## src/rtl/amd_mem_pkg.sv

```systemverilog
// Shared memory-subsystem constants for the SRAM-backed data memory.
// Contents:
//   - word/half-word widths for the pipeline bus and the SRAM data pins
//   - default base byte address of the data region
//   - state encodings for the SRAM controller FSM
package amd_mem_pkg;

  localparam int unsigned WORD_W        = 32;
  localparam int unsigned SRAM_DW       = 16;
  localparam int unsigned BASE_ADDR_DEF = 1024;

  localparam int unsigned STATE_W = 3;

  localparam logic [STATE_W-1:0] ST_IDLE  = 3'd0;
  localparam logic [STATE_W-1:0] ST_RD_LO = 3'd1;
  localparam logic [STATE_W-1:0] ST_RD_HI = 3'd2;
  localparam logic [STATE_W-1:0] ST_WR_LO = 3'd3;
  localparam logic [STATE_W-1:0] ST_WR_HI = 3'd4;
  localparam logic [STATE_W-1:0] ST_DONE  = 3'd5;

endpackage

```

## src/rtl/sram_controller_if.sv

```systemverilog
// Pipeline-side request bus between the MEM stage and the SRAM controller.
// Signals:
//   rd_en, wr_en  load / store request, held until ready=1
//   address       byte address (word-aligned)
//   write_data    store data
//   read_data     load result
//   ready         0 = freeze pipeline
// Modports: master = MEM stage, slave = controller.
interface sram_controller_if;
  import amd_mem_pkg::*;

  logic              rd_en;
  logic              wr_en;
  logic [WORD_W-1:0] address;
  logic [WORD_W-1:0] write_data;
  logic [WORD_W-1:0] read_data;
  logic              ready;

  modport master (
    output rd_en, wr_en, address, write_data,
    input  read_data, ready
  );

  modport slave (
    input  rd_en, wr_en, address, write_data,
    output read_data, ready
  );

endinterface

```

## src/rtl/sram_controller.sv

```systemverilog
// Splits each 32-bit load/store into two 16-bit accesses on an external SRAM.
// Ports:
//   clk, rst     rising-edge clock, synchronous active-high reset
//   mem_bus      pipeline request bus (slave side)
//   sram_addr    half-word address to the SRAM
//   sram_dq_out  write half-word
//   sram_dq_in   read half-word
//   sram_dq_oe   1 = controller drives DQ
//   sram_we_n    active-low write strobe
module sram_controller
  import amd_mem_pkg::*;
#(
  parameter int unsigned BASE_ADDR  = BASE_ADDR_DEF,
  parameter int unsigned ACCESS_CYC = 2,
  parameter int unsigned SRAM_AW    = 18
) (
  input  logic               clk,
  input  logic               rst,
  sram_controller_if.slave   mem_bus,
  output logic [SRAM_AW-1:0] sram_addr,
  output logic [SRAM_DW-1:0] sram_dq_out,
  input  logic [SRAM_DW-1:0] sram_dq_in,
  output logic               sram_dq_oe,
  output logic               sram_we_n
);

  localparam int unsigned CNT_W = ($clog2(ACCESS_CYC) < 2) ? 2 : $clog2(ACCESS_CYC);
  localparam int unsigned WA_W  = SRAM_AW - 1;
  localparam logic [CNT_W-1:0] CNT_LAST = CNT_W'(ACCESS_CYC - 1);

  logic [STATE_W-1:0] state, state_d;
  logic [CNT_W-1:0]   cnt, cnt_d;
  logic [WORD_W-1:0]  read_q;

  logic [WORD_W-1:0]  offset;
  logic [WA_W-1:0]    word_addr;
  logic               hi_d;
  logic               wr_d;
  logic               unused_offset_bits;

  // Address mapper: rebase, drop byte offset, wrap to the SRAM word space.
  assign offset             = mem_bus.address - WORD_W'(BASE_ADDR);
  assign word_addr          = offset[WA_W+1:2];
  assign unused_offset_bits = ^{offset[WORD_W-1:WA_W+2], offset[1:0]};

  // Next state and phase counter.
  always_comb begin
    state_d = state;
    cnt_d   = '0;
    case (state)
      ST_IDLE: begin
        if (mem_bus.wr_en)      state_d = ST_WR_LO;
        else if (mem_bus.rd_en) state_d = ST_RD_LO;
      end
      ST_RD_LO: begin
        if (cnt == CNT_LAST) state_d = ST_RD_HI;
        else                 cnt_d   = cnt + CNT_W'(1);
      end
      ST_RD_HI: begin
        if (cnt == CNT_LAST) state_d = ST_DONE;
        else                 cnt_d   = cnt + CNT_W'(1);
      end
      ST_WR_LO: begin
        if (cnt == CNT_LAST) state_d = ST_WR_HI;
        else                 cnt_d   = cnt + CNT_W'(1);
      end
      ST_WR_HI: begin
        if (cnt == CNT_LAST) state_d = ST_DONE;
        else                 cnt_d   = cnt + CNT_W'(1);
      end
      ST_DONE: state_d = ST_IDLE;
      default: state_d = ST_IDLE;
    endcase
  end

  // SRAM pins are registered from the next state so they line up with the phase.
  assign hi_d = (state_d == ST_RD_HI) || (state_d == ST_WR_HI);
  assign wr_d = (state_d == ST_WR_LO) || (state_d == ST_WR_HI);

  // State, counter and SRAM pin registers.
  always_ff @(posedge clk) begin
    if (rst) begin
      state       <= ST_IDLE;
      cnt         <= '0;
      sram_addr   <= '0;
      sram_dq_out <= '0;
      sram_dq_oe  <= 1'b0;
      sram_we_n   <= 1'b1;
    end else begin
      state       <= state_d;
      cnt         <= cnt_d;
      sram_addr   <= {word_addr, hi_d};
      sram_dq_out <= hi_d ? mem_bus.write_data[WORD_W-1:SRAM_DW]
                          : mem_bus.write_data[SRAM_DW-1:0];
      sram_dq_oe  <= wr_d;
      sram_we_n   <= ~wr_d;
    end
  end

  // Read latch: capture each half on the last cycle of its phase.
  always_ff @(posedge clk) begin
    if (rst) begin
      read_q <= '0;
    end else if (cnt == CNT_LAST) begin
      if (state == ST_RD_LO) read_q[SRAM_DW-1:0]        <= sram_dq_in;
      if (state == ST_RD_HI) read_q[WORD_W-1:SRAM_DW]   <= sram_dq_in;
    end
  end

  assign mem_bus.read_data = read_q;
  assign mem_bus.ready     = (state == ST_DONE) | (~mem_bus.rd_en & ~mem_bus.wr_en);

endmodule

```

## src/flat_wrapper.sv

```systemverilog
// flat-port wrapper written by rule: the top's interface ports become plain ports
module sram_controller_flat import amd_mem_pkg::*;
#(
  parameter int unsigned BASE_ADDR  = BASE_ADDR_DEF,
  parameter int unsigned ACCESS_CYC = 2,
  parameter int unsigned SRAM_AW    = 18
)
  (clk, rst, sram_addr, sram_dq_out, sram_dq_in, sram_dq_oe, sram_we_n, mem_bus_rd_en, mem_bus_wr_en, mem_bus_address, mem_bus_write_data, mem_bus_read_data, mem_bus_ready);
  sram_controller_if mem_bus_i ();
  input  logic clk;
  input  logic rst;
  output logic [SRAM_AW-1:0] sram_addr;
  output logic [SRAM_DW-1:0] sram_dq_out;
  input  logic [SRAM_DW-1:0] sram_dq_in;
  output logic sram_dq_oe;
  output logic sram_we_n;
  input wire logic [$bits(mem_bus_i.rd_en)-1:0] mem_bus_rd_en;
  input wire logic [$bits(mem_bus_i.wr_en)-1:0] mem_bus_wr_en;
  input wire logic [$bits(mem_bus_i.address)-1:0] mem_bus_address;
  input wire logic [$bits(mem_bus_i.write_data)-1:0] mem_bus_write_data;
  output wire logic [$bits(mem_bus_i.read_data)-1:0] mem_bus_read_data;
  output wire logic [$bits(mem_bus_i.ready)-1:0] mem_bus_ready;
  assign mem_bus_i.rd_en = mem_bus_rd_en;
  assign mem_bus_i.wr_en = mem_bus_wr_en;
  assign mem_bus_i.address = mem_bus_address;
  assign mem_bus_i.write_data = mem_bus_write_data;
  assign mem_bus_read_data = mem_bus_i.read_data;
  assign mem_bus_ready = mem_bus_i.ready;
  sram_controller #(.BASE_ADDR(BASE_ADDR), .ACCESS_CYC(ACCESS_CYC), .SRAM_AW(SRAM_AW)) u_core (.clk(clk), .rst(rst), .mem_bus(mem_bus_i), .sram_addr(sram_addr), .sram_dq_out(sram_dq_out), .sram_dq_in(sram_dq_in), .sram_dq_oe(sram_dq_oe), .sram_we_n(sram_we_n));
endmodule
```

## config.mk

```make
export PLATFORM = sky130hd
export DESIGN_NAME = sram_controller_flat
export DESIGN_NICKNAME = d
export VERILOG_FILES = /design/src/rtl/amd_mem_pkg.sv /design/src/rtl/sram_controller_if.sv /design/src/rtl/sram_controller.sv /design/src/flat_wrapper.sv
export SDC_FILE = /design/constraint.sdc
export NUM_CORES = 1
export LEC_CHECK = 0
export ABC_AREA = 1
export CAP_MARGIN = 5
export CORE_MARGIN = 1
export CORE_UTILIZATION = 39
export DETAILED_ROUTE_END_ITERATION = 8
export PLACE_DENSITY = 0.83
export REMOVE_ABC_BUFFERS = 1
export SYNTH_ARGS = -nofsm -noshare
export SYNTH_HDL_FRONTEND = slang
export SYNTH_SLANG_ARGS = --single-unit
```

## constraint.sdc

```tcl
create_clock -name clk -period 1.8 [get_ports clk]
set_clock_uncertainty 0.15 [all_clocks]
set_input_delay 0.36 -clock clk [delete_from_list [all_inputs] [get_ports clk]]
set_output_delay 0.36 -clock clk [all_outputs]
set_load 0.05 [all_outputs]
```

==> results.md, run 1 <==
- Max Clk Rate: 569.7 MHz
- Crit path buf inv count: 3
- Share of cells above drive strength 1: 0.2901
- Core area: 7214 sq um
- Top FF cell, synth: dfxtp_1
- DRT antenna net count: 0
- GRT Overall Usage: 0.1871
- Final #Nets: 606
- Clk sinks: 73
- Cell area after synthesis: 2888 sq um
- Register bit total from synthesis: 73
- Worst EP required: 1.29 ns
- Rel. slew slack: 0.8031
- DR top layer: met4
- Sw Share: 0.3722
- Reg power frac: 0.377
- CTS tree: built
- Clock buffer depth: 2
- Drt via density: 4.543
- Routed len/inst: 11.86 um
- Synth warn: 0
- Logic pwr share: 0.372
- Cell count after synthesis: 371
- Root Buffer Master: clkbuf_8
- Slew Limit Fails: 0
- Sequential area share after synthesis: 0.5061
- Post-synth EDFFs: 0
- Int Power: 0.003163 W
- Die area: 7753 sq um
- Cell variety after synth: 25
- Psw: 0.001875 W
- Routed WL: 7390 um
- Vias: 2830
- Syn-to-layout area delta: 56.46%
- Non-Filler Instances: 623
- Hold-fix buffers, CTS: 0
- Setup crit start kind: input port
- Critical path's largest stage delay: 0.51 ns
- Row count: 31
- Register-to-Register Path Depth: 11
- Post-layout min period: 1.755 ns
- First-pass GRT wire length: 11170 um
- Worst-path maximum fanout: 2
- Final setup fails: 0
- RSZ-0062 raised after global routing: false
- Routed wl met2: 3672 um
- Arr. time, crit path: 1.25 ns
- Max-Cap Viols: 0
- Overall power: 0.005038 W
- Pre-CTS setup slack: -0.09521 ns
- Chip Height: 88.05 um
- Vias in the first global route: 2586
- Clock slew at reported path FFs: 0.07 ns
- Final setup margin: 0.04468 ns
- Syn avg cell area: 7.784 sq um
- WL met1: 2984 um
- I/O Buffers: 137
- WL met3: 603 um
- Iter 0 DRT Violations: 45
- Maximum vdd drop: 543.4 uV
- Final HPWL DP: 5321 um
- Global placement routability congestion: 0.7666
- PD cells: 1115 nW/um^2
- Placed insts: 607
- TritonRoute pass-1 iters: 4
- DRC: 0
- Pin count of the biggest net entering global routing: 50
- Worst skew pair latency: 0.34 ns
- Final hold vios: 0
- Status: complete, no violations
- Starting Density: 0.4003
- Clock network power share: 0.251
- Async set or reset register ratio after synthesis: 0
- Delay-heaviest family, CP: buffers and inverters
- Leak: 2.142 nW
- WHS Path Cells: 1
- Io pins: 153
- Number of cells on the critical path: 5
- Worst path cell trace: clkdlybuf4s50_1 > inv_1 > nand2_2 > o31ai_4 > buf_12
- Initial antenna violation count: 0
- Worst setup EP type: output pin
- Slowest library cell on the worst path: clkdlybuf4s50_1
- Ratio of final minimum period to clock period: 0.9752
- WS Path Type: in2out
- N_diodes: 0
- H-Tree Level Count: 3
- Total CTS buffers: 9
- Die width: 88.05 um
- Congestion Overflow GR: 0
- Hold Path Class: reg2reg
- Worst-Margin Slew: 0.2949 ns
- Fillcell total: 657
-- layout by cell type (no fill, tap or decap) --
master           synthesis  routed
o21ai_1                  1       1
clkbuf_8                 0      10
o31ai_4                  0       1
buf_12                   1       3
nand2_2                 12      13
clkinvlp_4               0       1
clkinv_1                 1       1
nor2_2                  12      14
xor2_1                   2       2
inv_2                    4       4
nand3_2                  2       2
nor2_4                   1       1
nand4_1                  1       1
nand3_1                  5       5
or2_2                    2       2
clkinv_4                 0       1
dfxtp_4                  0       1
clkinv_2                 0       2
buf_6                    3       1
nor2_1                 114     112
buf_4                    2      80
dfxtp_2                  0       2
clkbuf_16                0       1
o21ai_0                 34      34
a21oi_1                  6       6
ha_1                     2       1
inv_1                   40      40
bufinv_16                0       1
clkdlybuf4s50_1          0      68
dfxtp_1                 73      70
nand2_1                 32      31
nand2_4                 11      11
ha_4                     0       1
-- worst paths after layout --
path	startpoint	to	slack [ns]
max	mem_bus_wr_en	mem_bus_ready	0.04
min	u_core.cnt[0]	u_core.cnt[0]	0.32
min reg2reg	u_core.cnt[0]	u_core.cnt[0]	0.32
max reg2reg	u_core.cnt[0]	u_core.sram_dq_out[5]	0.16
-- cells by family after synthesis --
logic type,synth area share
AND/OR/NAND/NOR,0.3107
XOR/XNOR,0.006067
adder cells (fa/ha/maj),0.008664
buffers and inverters,0.09488
AO/OA/AOI/OAI,0.07366
flip-flops,0.5061
-- cell usage after synthesis, types with 2 or more instances --
library cell	number	area (sq um)
inv_2	4	15.01
nand3_1	5	25.02
nor2_1	114	427.9
buf_2	2	10.01
ha_1	2	25.02
buf_6	3	33.78
or2_2	2	12.51
o21ai_0	34	170.2
nand2_4	11	123.9
nand3_2	2	20.02
xor2_1	2	17.52
dfxtp_1	73	1461
clkbuf_1	7	26.28
nor2_2	12	75.07
nand2_2	12	75.07
buf_4	2	15.01
nand2_1	32	120.1
a21oi_1	6	30.03
inv_1	40	150.1
-- per-layer routing --
metal,GRT usage,up-vias
li1,-,1417
met1,0.2048,1292
met2,0.3340,111
met3,0.05749,10
met4,0.08065,0
met5,0,-
-- state kept, by name (all words and copies together) (netlist names) --
register / flops
u_core.cnt: 2
u_core.sram_dq_out: 16
u_core.sram_dq_oe: 1
u_core.sram_addr: 18
u_core.state: 3
u_core.sram_we_n: 1
u_core.mem_bus.read_data: 32
-- through the flow --
| step | area [sq um] | util | hold WS, ns | setup TNS [ns] |
|---|---|---|---|---|
| after floorplan | 2783 | - | 0.2483 | -0.3876 |
| after detailed placement | 4255 | 0.5898 | 0.2667 | -1.422 |
| after CTS | 4457 | 0.6178 | 0.2765 | 0 |
| final | 4518 | 0.6263 | 0.3241 | 0 |
| after global placement | 4255 | 0.5898 | 0.2570 | -0.9340 |
| after global routing | 4518 | 0.6263 | 0.3336 | 0 |
-- repair_timing --
action,CTS,global route
endpoints found under the hold margin,0,0
setup buffers,0,0
gates cloned,0,1
gates resized for setup,3,9
endpoints found under the setup margin,1,18
-- cell type report --
| type | count | area [sq um] | area share |
|---|---|---|---|
| Clock buffer | 10 | 137.6 | 0.03046 |
| Inverter | 45 | 168.9 | 0.03739 |
| Multi-Input combinational cell | 238 | 1186 | 0.2625 |
| Timing Repair Buffer | 153 | 1378 | 0.3049 |
| Clock inverter | 5 | 56.30 | 0.01246 |
| Tap cell | 99 | 123.9 | 0.02742 |
| Sequential cell | 73 | 1468 | 0.3248 |
-- power groups by stage --
stage                     logic, W  clock network, W  registers, W
after CTS                  0.00181           0.00130       0.00189
after global routing       0.00202           0.00137       0.00192
after global placement     0.00177                 0       0.00192
final                      0.00188           0.00126       0.00190
after detailed placement   0.00180                 0       0.00193
after floorplan           0.000573                 0       0.00250
Note: power is estimated with default switching activity, not from simulation.
==> inputs of run 2 (changes only) <==
--- a/config.mk
+++ b/config.mk
@@ -6,7 +6,6 @@
 export NUM_CORES = 1
 export LEC_CHECK = 0
 export ABC_AREA = 1
-export CAP_MARGIN = 5
 export CORE_MARGIN = 1
 export CORE_UTILIZATION = 39
 export DETAILED_ROUTE_END_ITERATION = 8
==> constraint.sdc (replaced) <==
create_clock -name clk -period 1.8 [get_ports clk]
set_clock_uncertainty 0.15 [all_clocks]
set_input_delay 0.36 -clock clk [delete_from_list [all_inputs] [get_ports clk]]
set_output_delay 0.36 -clock clk [all_outputs]
set_load 0.1 [all_outputs]
==> results.md, run 2 (synthesis results as in run 1) <==
- Status: complete, no violations
- Routed len/inst: 12.44 um
- Worst-path maximum fanout: 5
- Slowest library cell on the worst path: dfxtp_4
- Worst EP required: 1.29 ns
- Die width: 88.05 um
- Beginning of the worst hold path: u_core.cnt[0]
- Io pins: 153
- Maximum vdd drop: 590.7 uV
- Critical path's largest stage delay: 0.36 ns
- Reg power frac: 0.324
- R2r endpoint: u_core.sram_dq_out[5]
- PD cells: 1138 nW/um^2
- Most frequent cells in the layout: 112 x nor2_1, 74 x buf_12, 70 x dfxtp_1
- Congestion Overflow GR: 0
- First-pass GRT wire length: 11690 um
- I/O Buffers: 137
- H-Tree Level Count: 3
- Placed insts: 608
- Reg area: 1470 sq um
- Initial antenna violation count: 0
- Pre-CTS setup slack: -0.1346 ns
- Max reg flops: 32
- Max Clk Rate: 565.0 MHz
- Int Power: 0.003503 W
- Hold-fix buffers, CTS: 0
- Worst skew pair latency: 0.33 ns
- Die area: 7753 sq um
- Clk sinks: 73
- Arr. time, crit path: 1.26 ns
- Row count: 31
- Final #Nets: 607
- Clock slew at reported path FFs: 0.07 ns
- Post-Place Cell Area: 5151 sq um
- Root Buffer Master: clkbuf_8
- Ratio of final minimum period to clock period: 0.9832
- Slew Limit Fails: 0
- Register-to-Register Path Depth: 11
- Pin count of the biggest net entering global routing: 50
- TritonRoute pass-1 iters: 6
- Vias: 2804
- Final HPWL DP: 6079 um
- GRT Overall Usage: 0.1977
- Final hold vios: 0
- Worst Hold Endpoint: u_core.cnt[0]
- Clock buffer depth: 2
- N_diodes: 0
- DRT antenna net count: 0
- Multi-input logic area: 1176 sq um
- Hold Path Class: reg2reg
- Fin area: 5371 sq um
- Non-Filler Instances: 625
- CTS tree: built
- Starting Density: 0.4003
- Chip Height: 88.05 um
- Sw Share: 0.4270
- Iter 0 DRT Violations: 77
- Final setup fails: 0
- Setup crit start kind: flop
- Logic pwr share: 0.485
- Leak: 2.374 nW
- WHS Path Cells: 1
- Rel. slew slack: 0.8086
- Psw: 0.002610 W
- Clock network power share: 0.191
- Syn-to-layout area delta: 86.01%
- Post-layout min period: 1.770 ns
- WS Path Type: reg2out
- Most common cell after layout, fill and taps aside: nor2_1
- Worst-Margin Slew: 0.2867 ns
- Vias in the first global route: 2718
- Worst path cell trace: inv_1 > o31ai_4 > buf_12
- Max-Cap Viols: 0
- Final setup margin: 0.03021 ns
- Fillcell total: 484
- Reg2reg start: u_core.cnt[0]
- Share of cells above drive strength 1: 0.2928
- Core area: 7214 sq um
- Global placement routability congestion: 0.7767
- Total CTS buffers: 9
- Routed WL: 7775 um
- DRC: 0
- FF-to-FF setup slack: 0.10 ns
- Worst setup EP type: output pin
- Drt via density: 4.486
## run 2: cell count changes in the layout (fill, tap and decap cells not counted), sizes merged
cell / before / now
inv: 44 / 45
clkinvlp: 1 / 0
buf: 84 / 86
bufinv: 1 / 0
clkinv: 4 / 5
## run 2: final cells by class
cell class / count / share of cell area
Timing Repair Buffer: 154 / 0.4193
Sequential cell: 73 / 0.2737
Multi-Input combinational cell: 238 / 0.2190
Inverter: 45 / 0.03145
Clock buffer: 11 / 0.02819
Tap cell: 99 / 0.02306
Clock inverter: 5 / 0.005358
## run 2: worst max-delay path by stage
stage / start / end / slack [ns] / depth (start not counted)
2_1_floorplan: u_core.state[2] / mem_bus_ready / -1.45 / 2
3_3_place_gp: mem_bus_address[10] / u_core.sram_addr[13] / -0.07 / 8
3_5_place_dp: mem_bus_wr_en / u_core.sram_dq_out[8] / -0.13 / 10
4_1_cts: u_core.state[2] / mem_bus_ready / 0.02 / 3
5_1_grt: u_core.cnt[0] / u_core.sram_dq_out[2] / -0.01 / 11
6_report: u_core.state[0] / mem_bus_ready / 0.03 / 3
## run 2: metrics by stage
stage	utilization	TNS, ns	hold slack, ns	power, W
2_1_floorplan	-	-1.445	0.2483	0.003703
3_3_place_gp	0.7140	-0.9430	0.2564	0.004894
3_5_place_dp	0.7140	-1.565	0.2691	0.004966
4_1_cts	0.7418	0	0.2793	0.006147
5_1_grt	0.7445	-0.01868	0.2946	0.006362
6_report	0.7445	0	0.2850	0.006113
## run 2: what timing repair did
item,4_1_cts,5_1_grt
pin swaps,0,1
setup endpoints to repair,1,17
gates cloned,0,0
gates resized for setup,6,5
setup buffers,0,1
## run 2: critical path, delay by kind of cell (launching register included)
family                 cells  cell delay [ns]
AOI/OAI and AO/OA          1             0.27
buffers and inverters      2             0.29
DFF                        1             0.36
## run 2: routing by layer
layer	global-route usage	up-vias	share of wire
li1	-	1416	-
met1	0.2050	1249	0.37
met3	0.06315	18	0.085
met5	0	-	0
met4	0.1056	0	0.021
met2	0.3552	121	0.52
## run 2: power groups by stage
stage / combinational [W] / sequential, W / clock (W)
after floorplan: 0.000579 / 0.00312 / 0
after global placement: 0.00289 / 0.00201 / 0
after detailed placement: 0.00295 / 0.00202 / 0
after CTS: 0.00296 / 0.00199 / 0.00120
after global routing: 0.00309 / 0.00200 / 0.00127
final: 0.00296 / 0.00198 / 0.00117
==> inputs of run 3 (changes only) <==
--- a/config.mk
+++ b/config.mk
@@ -11,6 +11,7 @@
 export DETAILED_ROUTE_END_ITERATION = 8
 export PLACE_DENSITY = 0.83
 export REMOVE_ABC_BUFFERS = 1
+export SETUP_SLACK_MARGIN = 0.5
 export SYNTH_ARGS = -nofsm -noshare
 export SYNTH_HDL_FRONTEND = slang
 export SYNTH_SLANG_ARGS = --single-unit
==> results.md, run 3 (synthesis results as in run 1) <==
- Status: finished, violations left
- Failing checks: setup timing
- Vias: 3356
- Final #Nets: 635
- FF-to-FF setup slack: -0.008 ns
- N_diodes: 0
- PD cells: 1117 nW/um^2
- Hold-fix buffers, CTS: 0
- Max-Cap Viols: 0
- Congestion Overflow GR: 0
- Share of cells above drive strength 1: 0.5722
- WS Path Type: reg2reg
- Routed len/inst: 18.83 um
- Post-Place Cell Area: 5151 sq um
- Ratio of final minimum period to clock period: 1.005
- Final hold vios: 0
- Max reg flops: 32
- Global placement routability congestion: 0.7767
- Root Buffer Master: clkbuf_8
- WHS Path Cells: 2
- Overall power: 0.006880 W
- Syn-to-layout area delta: 113.3%
- Worst-Margin Slew: 0.2632 ns
- Clock buffer depth: 2
- Row count: 31
- Slew Limit Fails: 0
- Clk sinks: 73
- Vias in the first global route: 3178
- Routed WL: 12300 um
- Starting Density: 0.4003
- I/O Buffers: 137
- Register-to-Register Path Depth: 10
- Io pins: 153
- Pre-CTS setup slack: -0.1346 ns
- DRT antenna net count: 0
- Arr. time, crit path: 1.93 ns
- Clock slew at reported path FFs: 0.09 ns
- Total CTS buffers: 9
- Final setup margin: -0.008325 ns
- Post-layout min period: 1.808 ns
- Pin count of the biggest net entering global routing: 26
- Hold Path Class: in2reg
- Utilization after layout: 0.8540
- Rel. slew slack: 0.8239
- Max Clk Rate: 553.0 MHz
- Fin area: 6161 sq um
- Setup crit start kind: flop
- Final HPWL DP: 6079 um
- Most frequent cells in the layout: 92 x nor2_1, 76 x buf_12, 69 x dfxtp_2
- Drt via density: 5.139
- GRT Overall Usage: 0.2560
- TritonRoute pass-1 iters: 8
- Iter 0 DRT Violations: 189
- Worst-path maximum fanout: 7
- Core area: 7214 sq um
- DRC: 0
- First-pass GRT wire length: 14880 um
- Worst EP required: 1.92 ns
- Worst setup EP type: flop
- RSZ-0062 raised after global routing: true
- Final setup fails: 3
- Most common cell after layout, fill and taps aside: nor2_1
- Die width: 88.05 um
- Worst skew pair latency: 0.35 ns
- Maximum vdd drop: 646.2 uV
- CTS tree: built
- Leak: 2.706 nW
- Die area: 7753 sq um
- Initial antenna violation count: 0
- Setup TNS: -0.01607 ns
- Chip Height: 88.05 um
- H-Tree Level Count: 3
## run 3: stage by stage
stage,hold WS [ns],cells
floorplan,0.2483,356
global placement,0.2564,608
CTS,0.1486,642
detailed placement,0.2691,608
global route,0.05286,653
finish,0.05521,653
## run 3: final timing paths
path | start | endpoint
setup reg to reg | u_core.cnt[0] | u_core.sram_dq_out[1]
hold reg to reg | u_core.cnt[0] | u_core.cnt[0]
hold / removal | mem_bus_address[10] | u_core.sram_addr[9]
setup / recovery | u_core.cnt[0] | u_core.sram_dq_out[1]
## run 3: worst max-delay path, cell delays in order (launching register included)
cell and delay [ns]:
dfxtp_2 0.36, ha_4 0.19, nor2_4 0.06, nor2_1 0.15, nand2_1 0.14, nand3_4 0.13, nand2_8 0.12, buf_12 0.17
nand2_2 0.07, nand2_1 0.06, nor2_1 0.12
## run 3: power breakdown
part           total, W  internal, W  switching [W]  leakage [nW]
Sequential      0.00203      0.00185       0.000188         0.627
Clock           0.00122     0.000572       0.000645        0.0993
Combinational   0.00363      0.00145        0.00218          1.98
Total           0.00688      0.00387        0.00301          2.71
## run 3: final cells by class
class	instances	area, sq um
multi-input combinational	238	1448
clock buffer	11	151.4
timing repair buffer	181	2651
tap	99	123.9
fill	338	1054
inverter	45	186.4
timing repair inverter	1	8.758
clock inverter	5	28.78
sequential	73	1563
## run 3: timing repair
item / in CTS / in global routing
pin swaps: 7 / 27
resized for setup: 154 / 83
cloned: 5 / 3
hold endpoints to repair: 0 / 0
endpoints found under the setup margin: 129 / 130
buffers inserted: 13 / 8
## run 3: per-layer routing
metal / track usage / part of all wire
met1: 0.2577 / 0.35
met2: 0.4715 / 0.52
met3: 0.07823 / 0.087
met4: 0.1378 / 0.050
met5: 0 / 0
==> RTL edit, RTL diff (config.mk and constraints of run 3) <==
`ACCESS_CYC` is set to 2 in 2 places; all go to 4.
--- a/src/rtl/sram_controller.sv
+++ b/src/rtl/sram_controller.sv
@@ -13,3 +13,3 @@
   parameter int unsigned BASE_ADDR  = BASE_ADDR_DEF,
-  parameter int unsigned ACCESS_CYC = 2,
+  parameter int unsigned ACCESS_CYC = 4,
   parameter int unsigned SRAM_AW    = 18
--- a/src/flat_wrapper.sv
+++ b/src/flat_wrapper.sv
@@ -4,3 +4,3 @@
   parameter int unsigned BASE_ADDR  = BASE_ADDR_DEF,
-  parameter int unsigned ACCESS_CYC = 2,
+  parameter int unsigned ACCESS_CYC = 4,
   parameter int unsigned SRAM_AW    = 18
Function: changed (Yosys sat finds a counterexample within 4 cycles, from zero or initial values and one cycle with rst high).
==> RTL edit against run 3 <==
- final area down 3.4%
- sequential cell count unchanged
- worst setup slack better by 39 ps
- critical path depth up 2
- critical endpoint is now u_core.sram_dq_out[3]
- routed wire length down 9.6%
- maximum frequency up 2.2%
- area after synthesis down 2.2%
Power is not compared: it rests on default switching activity, and its combinational part moved more than twofold at a synthesized area within 25%.
==> RTL edit: results (changes against run 3) <==
outcome complete, no violations (was finished with violations); DP HPWL 6290 um (was 6080 um); layout cell share with drive strength beyond 1 51.6% (was 57.2%); DP Cell Count 592 (was 608); Nets 622 (was 635); Post-Synthesis Cells 362 (was 371); Avg Vias per Cell 5.03 (was 5.14); clock root cell clkbuf_8 (unchanged); Worst Hold Depth 2 (unchanged); ranking of synthesized cells by area dfxtp_1 (52%), nor2_1 (15%), o21ai_0 (6.6%) (was dfxtp_1 (51%), nor2_1 (15%), o21ai_0 (5.9%)); Worst EP arrival 1850 ps (was 1930 ps); routed wire length 11100 um (was 12300 um); VDD IR max 0.491 mV; R2R setup slack 30 ps (was -8 ps); first-pass GRT wire length 15700 um (was 14900 um); class of the worst hold path primary input to flop (unchanged); vias in the first global route 3295 (was 3178); FF-to-FF End u_core.sram_dq_out[3] (was u_core.sram_dq_out[1]); WL/cell 17.5 um (was 18.8 um); Worst-path clk slew 70 ps (was 90 ps); Port Buf Inserts 137 (unchanged); Iter 0 DRT Violations 126 (was 189); critical path buffer and inverter count 4 (was 1); cell family with most CP delay simple AND/OR/NAND/NOR gates (unchanged); Synth top cells by count nor2_1 (112), dfxtp_1 (73), inv_1 (42) (was nor2_1 (114), dfxtp_1 (73), inv_1 (40)); number of cells on the worst reg-to-reg path 12 (was 10); Worst-Skew Late Latency about 340 ps; Yosys cell types 30 (was 25); Post-DP Area 0.00501 sq mm (was 0.00515 sq mm); Hold Path Sink u_core.sram_addr[9] (unchanged); Synth-to-Final Area Change 111% (was 113%); register area share after synthesis 51.8% (was 50.6%); compound-cell area share of the yosys netlist 9.17% (was 7.37%); Num CTS Buffers 9 (unchanged); critical-path maximum fanout 8 (was 7); GP Congestion 0.792 (was 0.777); Worst path slowest cell dfxtp_2 (unchanged); Worst slew margin 81.7% (was 82.4%); Largest stage delay, worst path 370 ps; Worst Hold Launch mem_bus_address[10] (unchanged); first-pass detailed-route iteration total 5 (was 8); GR Util All Layers 27.3% (was 25.6%); Synth Area in Adders 0.886% (was 0.867%); Layout fillers 335 (was 338); XOR/XNOR Fraction of Synth Area 0.310% (was 0.607%); largest net degree at the start of global routing 27 (was 26); Pleak 2.57 nW
==> RTL edit: worst max path at each step <==
stage,from,slack (ps),end
after floorplan,u_core.state[0],-1380,mem_bus_ready
after global placement,mem_bus_address[10],-240,u_core.sram_addr[15]
after detailed placement,mem_bus_address[10],-290,u_core.sram_addr[15]
after CTS,u_core.state[2],140,mem_bus_ready
after global routing,u_core.cnt[0],-40,u_core.sram_dq_out[5]
final,u_core.cnt[0],30,u_core.sram_dq_out[3]
==> RTL edit: metal layers <==
| metal | global-route usage (%) | wire length (um) | up-vias |
|---|---|---|---|
| li1 | - | - | 1474 |
| met1 | 29.0 | 4170 | 1533 |
| met2 | 50.8 | 5900 | 149 |
| met3 | 4.55 | 532 | 51 |
| met4 | 15.9 | 512 | 0 |
| met5 | 0 | 0 | - |
==> RTL edit: area by class of cell <==
| cell class | count | area share [%] |
|---|---|---|
| timing repair buffer | 176 | 41.6 |
| sequential | 73 | 26.3 |
| multi-input combinational | 231 | 23.7 |
| inverter | 45 | 3.17 |
| clock buffer | 13 | 2.50 |
| tap | 96 | 2.02 |
| clock inverter | 3 | 0.673 |
==> RTL edit: worst register-to-register path: stages (launching register included) <==
cell and delay, ps:
dfxtp_2 370, ha_4 160, buf_6 120, inv_4 40, nor2_4 120, nand3_4 110
inv_4 90, nor2_4 50, buf_6 140, nand2_8 110, nand3_4 90, nand2_2 70
nor2_2 40
==> RTL edit: timing repair <==
item                                    in CTS  in global routing
gates cloned                                 2                  1
hold buffers                                 0                  0
pin swaps                                   18                 24
buffers inserted                            17                  9
endpoints found under the setup margin     129                128
gates resized for setup                    132                 73
==> RTL edit: cells by family (layout without fill, tap and decap cells) <==
| group | count (synthesis) | in the layout |
|---|---|---|
| XOR/XNOR | 1 | 1 |
| AND/OR/NAND/NOR | 179 | 180 |
| flip-flops | 73 | 73 |
| adder cells (fa/ha/maj) | 2 | 2 |
| buffers and inverters | 59 | 237 |
| AO/OA/AOI/OAI | 48 | 48 |
==> RTL edit: stage by stage <==
step / setup slack, ps / power (mW) / hold slack (ps)
after floorplan: -1380 / 2.53 / 249
after global placement: -237 / 3.09 / 258
after detailed placement: -285 / 3.12 / 283
after CTS: 142 / 4.52 / 40.5
after global routing: -41.6 / 4.74 / 29.5
final: 30.8 / 4.61 / 28.3
==> RTL edit: report_power, final <==
part	internal, mW	switching, mW	leakage [nW]
logic	0.615	0.926	1.85
registers	1.71	0.0813	0.628
clock network	0.677	0.601	0.0974
